--- src/rtl/core_defs.sv ---
// Shared core definitions: load byte-lane encodings and default widths
// used by the load-return path and the uncached-load path.
package core_defs;

  localparam logic [3:0] LS_B = 4'b0001;
  localparam logic [3:0] LS_H = 4'b0011;
  localparam logic [3:0] LS_W = 4'b1111;

  localparam int REG_W_DEF  = 5;
  localparam int DATA_W_DEF = 32;

endpackage

--- src/rtl/load_align.sv ---
// Combinational load alignment: shifts the raw bus word down to the
// addressed byte, masks to the access size and sign/zero-extends.
module load_align
  import core_defs::*;
(
  input  logic [3:0]  lsV,
  input  logic [1:0]  addr,
  input  logic        loadX,
  input  logic [31:0] rdata,
  output logic [31:0] result
);

  logic [31:0] shifted;

  always_comb begin
    shifted = rdata >> {addr, 3'b000};
    result  = '0;

    result[7:0] = lsV[0] ? shifted[7:0] : 8'h00;

    if (lsV[1])
      result[15:8] = shifted[15:8];
    else if (lsV[0] && loadX)
      result[15:8] = {8{shifted[7]}};

    // Upper half takes the data only for a full word; otherwise it extends
    // from the sign bit of the widest lane actually loaded.
    if (lsV[3] && lsV[2])
      result[31:16] = shifted[31:16];
    else if (lsV[1] && loadX)
      result[31:16] = {16{shifted[15]}};
    else if (lsV[0] && loadX)
      result[31:16] = {16{shifted[7]}};
  end

endmodule

--- src/rtl/wb_load_queue.sv ---
// Load-return / writeback unit: in-order queue of outstanding load
// descriptors, paired with returning read data to produce GPR writes.
module wb_load_queue
  import core_defs::*;
#(
  parameter int DEPTH  = 4,
  parameter int REG_W  = REG_W_DEF,
  parameter int DATA_W = DATA_W_DEF
) (
  input  logic                     clk,
  input  logic                     resetn,
  input  logic                     req_valid,
  output logic                     req_ready,
  input  logic [3:0]               req_lsV,
  input  logic [1:0]               req_addr,
  input  logic                     req_loadX,
  input  logic [REG_W-1:0]         req_wreg,
  input  logic                     rsp_valid,
  output logic                     rsp_ready,
  input  logic [DATA_W-1:0]        rsp_rdata,
  input  logic                     flush,
  output logic                     wb_valid,
  output logic [REG_W-1:0]         wb_wreg,
  output logic [DATA_W-1:0]        wb_wdata,
  input  logic [REG_W-1:0]         query_reg,
  output logic                     query_hit,
  output logic [$clog2(DEPTH):0]   pending,
  output logic                     busy
);

  localparam int PTR_W = $clog2(DEPTH);
  localparam int CNT_W = PTR_W + 1;

  typedef struct packed {
    logic [3:0]       lsV;
    logic [1:0]       addr;
    logic             loadX;
    logic [REG_W-1:0] wreg;
  } desc_t;

  desc_t            desc_mem [DEPTH];
  logic [DEPTH-1:0] live_reg;
  logic [DEPTH-1:0] live_next;
  logic [PTR_W-1:0] wr_ptr_reg;
  logic [PTR_W-1:0] rd_ptr_reg;
  logic [CNT_W-1:0] count_reg;

  logic              full;
  logic              empty;
  logic              push;
  logic              pop;
  desc_t             head;
  logic [DATA_W-1:0] head_data;
  logic              head_write;
  logic [DEPTH-1:0]  hit_vec;

  assign full      = (count_reg == CNT_W'(DEPTH));
  assign empty     = (count_reg == '0);
  assign req_ready = !full;
  assign rsp_ready = !empty;
  assign push      = req_valid && !full;
  assign pop       = rsp_valid && !empty;
  assign pending   = count_reg;
  assign busy      = !empty || wb_valid;

  assign head = desc_mem[rd_ptr_reg];
  // A pop coinciding with a flush belongs to a killed load.
  assign head_write = live_reg[rd_ptr_reg] && !flush && (head.wreg != '0);

  load_align u_align (
    .lsV    (head.lsV),
    .addr   (head.addr),
    .loadX  (head.loadX),
    .rdata  (rsp_rdata),
    .result (head_data)
  );

  always_ff @(posedge clk) begin
    if (push)
      desc_mem[wr_ptr_reg] <= {req_lsV, req_addr, req_loadX, req_wreg};
  end

  // Live bits are cleared on pop, so a set bit always marks an occupied slot.
  // A push in the flush cycle is applied last and therefore survives.
  always_comb begin
    live_next = flush ? '0 : live_reg;
    if (pop)
      live_next[rd_ptr_reg] = 1'b0;
    if (push)
      live_next[wr_ptr_reg] = 1'b1;
  end

  for (genvar gi = 0; gi < DEPTH; gi++) begin : g_hit
    assign hit_vec[gi] = live_reg[gi] && (desc_mem[gi].wreg == query_reg);
  end

  assign query_hit = (query_reg != '0) && (|hit_vec);

  always_ff @(posedge clk or negedge resetn) begin
    if (!resetn) begin
      live_reg   <= '0;
      wr_ptr_reg <= '0;
      rd_ptr_reg <= '0;
      count_reg  <= '0;
      wb_valid   <= 1'b0;
      wb_wreg    <= '0;
      wb_wdata   <= '0;
    end else begin
      live_reg <= live_next;
      if (push)
        wr_ptr_reg <= wr_ptr_reg + 1'b1;
      if (pop)
        rd_ptr_reg <= rd_ptr_reg + 1'b1;
      if (push && !pop)
        count_reg <= count_reg + 1'b1;
      else if (pop && !push)
        count_reg <= count_reg - 1'b1;
      wb_valid <= pop && head_write;
      if (pop) begin
        wb_wreg  <= head.wreg;
        wb_wdata <= head_data;
      end
    end
  end

endmodule

--- config.mk ---
export PLATFORM = sky130hd
export DESIGN_NAME = wb_load_queue
export DESIGN_NICKNAME = d
export VERILOG_FILES = /design/src/rtl/core_defs.sv /design/src/rtl/load_align.sv /design/src/rtl/wb_load_queue.sv
export SDC_FILE = /design/constraint.sdc
export NUM_CORES = 1
export LEC_CHECK = 0
export CAP_MARGIN = 30
export CORE_UTILIZATION = 50
export CTS_CLUSTER_SIZE = 16
export DETAILED_ROUTE_END_ITERATION = 8
export DONT_BUFFER_PORTS = 1
export PLACE_DENSITY = 0.61
export SYNTH_ARGS = -nofsm -noshare
export SYNTH_HDL_FRONTEND = slang
export SYNTH_SLANG_ARGS = --single-unit
--- constraint.sdc ---
create_clock -name clk -period 4.8 [get_ports clk]
set_clock_uncertainty 0.1 [all_clocks]
set_input_delay 0.96 -clock clk [delete_from_list [all_inputs] [get_ports clk]]
set_output_delay 0.96 -clock clk [all_outputs]
set_load 0.02 [all_outputs]
== Word level (Yosys, flattened, before mapping) ==
Memories as Yosys holds them, arrays and structs flattened.
Cells that the tools add are included.

* $mul: 0
* Reduce and logical (&&, ||, !) cells: 28
* Bitwise gates (word level): 3
* Shift operators: 1
* $lt $le $gt $ge: 4
* Mux-type cells: 19
* Eq/ne operators: 5
* Add/sub/neg operators: 4
* Div/mod/pow operators: 0

{| class="wikitable"
|+ Operator list
! operator !! number
|-
| $mux W16 || 3
|-
| $shr A32 B5 Y32 || 1
|-
| $mux W8 || 3
|-
| $eq A5 B5 Y1 || 4
|-
| $logic_and A1 B1 Y1 || 17
|-
| $mux W4 || 3
|-
| $reduce_bool A5 Y1 || 2
|-
| $lt A2 B3 Y1 const B || 2
|-
| $mux W3 || 2
|-
| $logic_not A1 Y1 || 5
|-
| $mux W1 || 5
|-
| $add A2 B1 Y2 const B || 2
|-
| $and A4 B4 Y4 || 1
|-
| $demux W1 S2 || 2
|-
| $ge A2 B1 Y1 const B || 2
|-
| $not A4 Y4 || 1
|-
| $or A4 B4 Y4 || 1
|-
| $reduce_or A4 Y1 || 1
|-
| $add A3 B1 Y3 const B || 1
|-
| $eq A3 B3 Y1 const B || 1
|-
| $logic_not A3 Y1 || 1
|-
| $sub A3 B1 Y3 const B || 1
|-
| $bmux W1 S2 || 1
|-
| $reduce_bool A2 Y1 || 1
|-
| $logic_or A1 B1 Y1 || 1
|}

* RAM bits: 48
* Bits in latches: 0
* Memories: 1
* Logic and storage cells: 72
* Output and inout bits: 45
* Flip-flop bits (word level): 49
* Memory bits (read-only): 0

{| class="wikitable"
|+ Memories
! name !! depth !! width !! rd ports !! clocked after Yosys merged registers in !! wr ports !! line !! source
|-
| desc_mem || 4 || 12 || 5 || 0 || 1 || wb_load_queue.sv:41 || <nowiki>desc_t desc_mem [DEPTH];</nowiki>
|}

== Logic depth before layout (Yosys ltp) ==
* Word-level depth: 9
* Gate-level depth with buffers: 10
* Gate-level depth less buffers: 9

== By module ==
Synthesis repeated with hierarchy kept, for this count alone.

* Cell total of the unflattened synthesis: 426
* Area, all modules: 4839.6 µm²

{| class="wikitable"
|+ By module, submodules not included
! module !! instances !! sequential area each (µm²) !! area each (µm²) !! cells an instance
|-
| wb_load_queue || 1 || 2667.6 || 4091.4 || 319
|-
| load_align || 1 || 0.0 || 748.2 || 107
|}

== Worst setup path before layout ==
No wires, ideal clock.

* Path kind: input to output
* Start point: input query_reg[1]
* End point: output query_hit
* Data arrival time: 1.939 ns
* Cell stages on the path: 6
* Data required time: 3.740 ns
* Setup slack: 1.801 ns
* Cell sequence: clkbuf_1 > xor2_1 > nor4_1 > nand3_1 > nand4_1 > o21a_1

* Longest elaborated chain between the ends: 4

{| class="wikitable"
|+ Ends and longest elaborated chain
! item !! line !! source
|-
| start, declared || wb_load_queue.sv:25 || <nowiki>input logic [REG_W-1:0] query_reg,</nowiki>
|-
| $eq A5 B5 Y1 || wb_load_queue.sv:94 || <nowiki>assign hit_vec[gi] = live_reg[gi] && (desc_mem[gi].wreg == query_reg);</nowiki>
|-
| $logic_and A1 B1 Y1 || wb_load_queue.sv:94 ||
|-
| $reduce_or A4 Y1 || wb_load_queue.sv:97 || <nowiki>assign query_hit = (query_reg != '0) && (|hit_vec);</nowiki>
|-
| $logic_and A1 B1 Y1 (*) || wb_load_queue.sv:97 ||
|-
| end, declared || wb_load_queue.sv:26 || <nowiki>output logic query_hit,</nowiki>
|}

Mark *: on every way between the ends. The rest lies on a longest branch, timed or not.

== Worst setup path after layout ==
* Start point: register rd_ptr_reg[0]
* End point: register wb_wdata[31]

* Longest elaborated chain between the ends: 5

{| class="wikitable"
|+ Ends and longest elaborated chain
! item !! line !! source
|-
| start, declared || wb_load_queue.sv:45 || <nowiki>logic [PTR_W-1:0] rd_ptr_reg;</nowiki>
|-
| start signal, assigned || wb_load_queue.sv:113 || <nowiki>rd_ptr_reg <= rd_ptr_reg + 1'b1;</nowiki>
|-
| $mem_v2 Z4 W12 (*) || n/a ||
|-
| $shr A32 B5 Y32 / $logic_and A1 B1 Y1 (equally long branches) || load_align.sv:16, load_align.sv:32 ||
|-
| $mux W16 || load_align.sv:32 || <nowiki>else if (lsV[0] && loadX)</nowiki>
|-
| $mux W16 || load_align.sv:30 || <nowiki>else if (lsV[1] && loadX)</nowiki>
|-
| $mux W16 (*) || load_align.sv:28 || <nowiki>if (lsV[3] && lsV[2])</nowiki>
|-
| end signal, assigned || wb_load_queue.sv:121 || <nowiki>wb_wdata <= head_data;</nowiki>
|-
| end, declared || wb_load_queue.sv:24 || <nowiki>output logic [DATA_W-1:0] wb_wdata,</nowiki>
|}

Marked as above.
A chain may end at the register's enable or synchronous reset.

==> impl_metrics.env <==
export IMPL_period_needed_ps=3380
export IMPL_core_area_sq_um=9240
export IMPL_rows=35
export IMPL_ys_seq_area_share_pct=55.8
export IMPL_dieArea_sq_um=9950
export IMPL_powerDensity_nw_per_um2=663
export IMPL_cpPeakStageDelay_ps=930
export IMPL_reg_largest_list="desc_mem: 48 flops, wb_wdata: 32 flops, wb_wreg: 5 flops"
export IMPL_grt_pass1_vias=3063
export IMPL_synth_top_cell_by_area="edfxtp_1"
export IMPL_cpLargestDelayFamily="multiplexers"
export IMPL_cts_setup_buffers=0
export IMPL_remaining_drc_errors=0
export IMPL_synth_distinct_cells=46
export IMPL_peakVddDrop_mv=0.240
export IMPL_crit_buf_inv=0
export IMPL_path_cells="mux4_2 > mux2i_1 > o22a_1 > o21ba_1 > a211oi_1"
export IMPL_die_h_microns=99.7
export IMPL_setup_viol=0
export IMPL_timing_final_hold_violations=0
export IMPL_wl_per_cell_microns=20.6
export IMPL_cts_sinks=97
export IMPL_overflow=0
export IMPL_min_delay_path_class="in2async"
export IMPL_postCtsHoldBufs=0
export IMPL_largest_reg_flops=48
export IMPL_synth_top_flop_cell="dfrtp_1"
export IMPL_path_max_fanout=32
export IMPL_cts_buffer_depth=2
export IMPL_syn_num_nets=443
export IMPL_viasPerCell=5.87
export IMPL_leakagePower_uw=0.00193
export IMPL_critPathRequiredTime_ps=4900
export IMPL_numCtsBuffers=9
export IMPL_syn_to_final_growth_pct=4.58
export IMPL_antenna_left=0
export IMPL_finalMaxSlewViolations=0
export IMPL_path_clk_slew_ps=100
export IMPL_antenna_found_initial=0
export IMPL_tns_ps=0
export IMPL_status="complete, no violations"
export IMPL_clockRootBuffer="clkbuf_8"
export IMPL_grt_pass1_wl_microns=16400
export IMPL_slowest_stage="mux4_2"
export IMPL_num_vias=2922
export IMPL_critPathCaptureType="flip-flop"
export IMPL_max_freq_mhz=296
export IMPL_synth_edf_count=48
export IMPL_synthArstFlopShare_pct=50.5
export IMPL_fin_hold_ws_ps=176
export IMPL_drtIter0Drc=54
export IMPL_final_nets=428
export IMPL_finalCritPeriodShare_pct=70.4
export IMPL_relSlewSlack_pct=49.0
export IMPL_max_cap_viol_count=0
export IMPL_cts_tree="done"
export IMPL_dp_hpwl_microns=7160
export IMPL_synth_warnings=0
export IMPL_mappedNetlistArea_sq_um=4780
export IMPL_final_instance_count_excl_fill=498
export IMPL_io_buffers=0
export IMPL_critical_path_class="reg2reg"
export IMPL_start_util_pct=51.7
export IMPL_preCtsSetupSlack_ps=1410
export IMPL_pin_count=99
export IMPL_postSynthAreaPerCell_sq_um=12.6
export IMPL_post_cts_resized=0
export IMPL_worst_slew_pin_slew_ps=765
export IMPL_rsz0062_at_grt="false"
export IMPL_die_w_microns=99.7
export IMPL_cp_start_kind="flip-flop"
export IMPL_syn_inst=379
export IMPL_grt_usage_pct=21.9
export IMPL_yosys_top_cells_area="edfxtp_1 30%, dfrtp_1 26%, mux2i_1 4.0%"
export IMPL_post_route_util_pct=54.1
export IMPL_place_congestion=0.855
export IMPL_yosys_area_top_type_share_pct=30.2
export IMPL_ys_ff_latch=97
export IMPL_place_inst=482
export IMPL_diodes=0
export IMPL_clock_latency_ps=360
export IMPL_postRouteWirelength_microns=10300
export IMPL_firstDrtPassIters=4
export IMPL_grt_max_degree=50
export IMPL_drive_above_1_share_pct=8.94
export IMPL_largest_register="desc_mem"
export IMPL_htreeDepth=3
export IMPL_layout_setup_ws_ps=1420
export IMPL_worstPathArrival_ps=3470
metrics by stage:
stage	power (uW)	cell area [sq um]
floorplan	2590	4780
global placement	2780	4800
detailed placement	2810	4800
CTS	3340	5000
global route	3540	5000
finish	3310	5000
logic make-up after synthesis:
kind of cell / after synthesis / synth area share (%)
xor gates and xnor gates: 25 / 4.58
and+or+nand+nor: 99 / 10.4
buffers and inverters: 34 / 3.69
muxes: 33 / 10.6
adders and majority gates: 10 / 2.78
AOI/OAI and AO/OA: 81 / 12.1
DFF: 97 / 55.8
worst reg2reg max path, delay by kind of cell (launching register included):
family          cells  cell delay [ps]
mux                 2             1280
flops               1              830
compound gates      3             1000
report_power, final:
group	switching, uW	total, uW	leakage [uW]	internal, uW
Sequential	419	1570	0.00105	1150
Clock	293	532	0.0000973	240
Combinational	700	1210	0.000777	509
Total	1410	3310	0.00193	1900
cell type report:
type                       count  area [sq um]
fill                         809          4240
sequential                    97          2670
multi-input combinational    248          1930
clock buffer                  12           168
tap                          129           161
clock inverter                 4          32.5
inverter                       7          26.3
timing repair buffer           1          7.51
metal layers:
metal / up-vias / wire, microns / share of wire [%] / track usage (%)
met1: 1405 / 4310 / 42 / 27.0
met2: 108 / 4940 / 48 / 36.3
li1: 1394 / - / - / -
met3: 15 / 798 / 7.8 / 7.03
met5: - / 0 / 0 / 0
met4: 0 / 204 / 2.0 / 7.81
cells in the final DEF, fill, tap and decap left out, types with 7 or more instances in the layout:
master | synthesis | routed
dfrtp_1 | 49 | 49
edfxtp_1 | 48 | 48
nand2_1 | 28 | 28
mux2i_1 | 19 | 19
xor2_1 | 18 | 18
a21oi_1 | 16 | 16
a211oi_1 | 14 | 14
nor2_1 | 13 | 13
nand3_1 | 13 | 13
clkbuf_8 | 0 | 10
or3_1 | 9 | 9
nor3_1 | 9 | 9
ha_1 | 9 | 9
o22a_1 | 8 | 8
a31oi_1 | 8 | 8
o22ai_1 | 8 | 8
xnor2_1 | 7 | 7
o2bb2ai_1 | 7 | 7
nor2b_1 | 7 | 7
a22o_1 | 7 | 7
synthesized netlist by cell type (13+ instances only):
library cell  instances
dfrtp_1              49
a211oi_1             14
xor2_1               18
nor2_1               13
a21oi_1              16
mux2i_1              19
clkbuf_1             14
nand3_1              13
nand2_1              28
edfxtp_1             48
worst paths after layout:
check,startpoint,depth (start not counted),end,slack (ps)
worst min register to register,live_reg[1],1,live_reg[1],460
worst max register to register,rd_ptr_reg[0],5,wb_wdata[31],1420
worst max-delay path,rd_ptr_reg[0],5,wb_wdata[31],1420
worst min-delay path,resetn,0,wb_wdata[14],180
min in group clk,live_reg[1],1,live_reg[1],460
max in group asynchronous,resetn,0,wb_wdata[16],4320
Note: power is estimated with default switching activity, not from simulation.
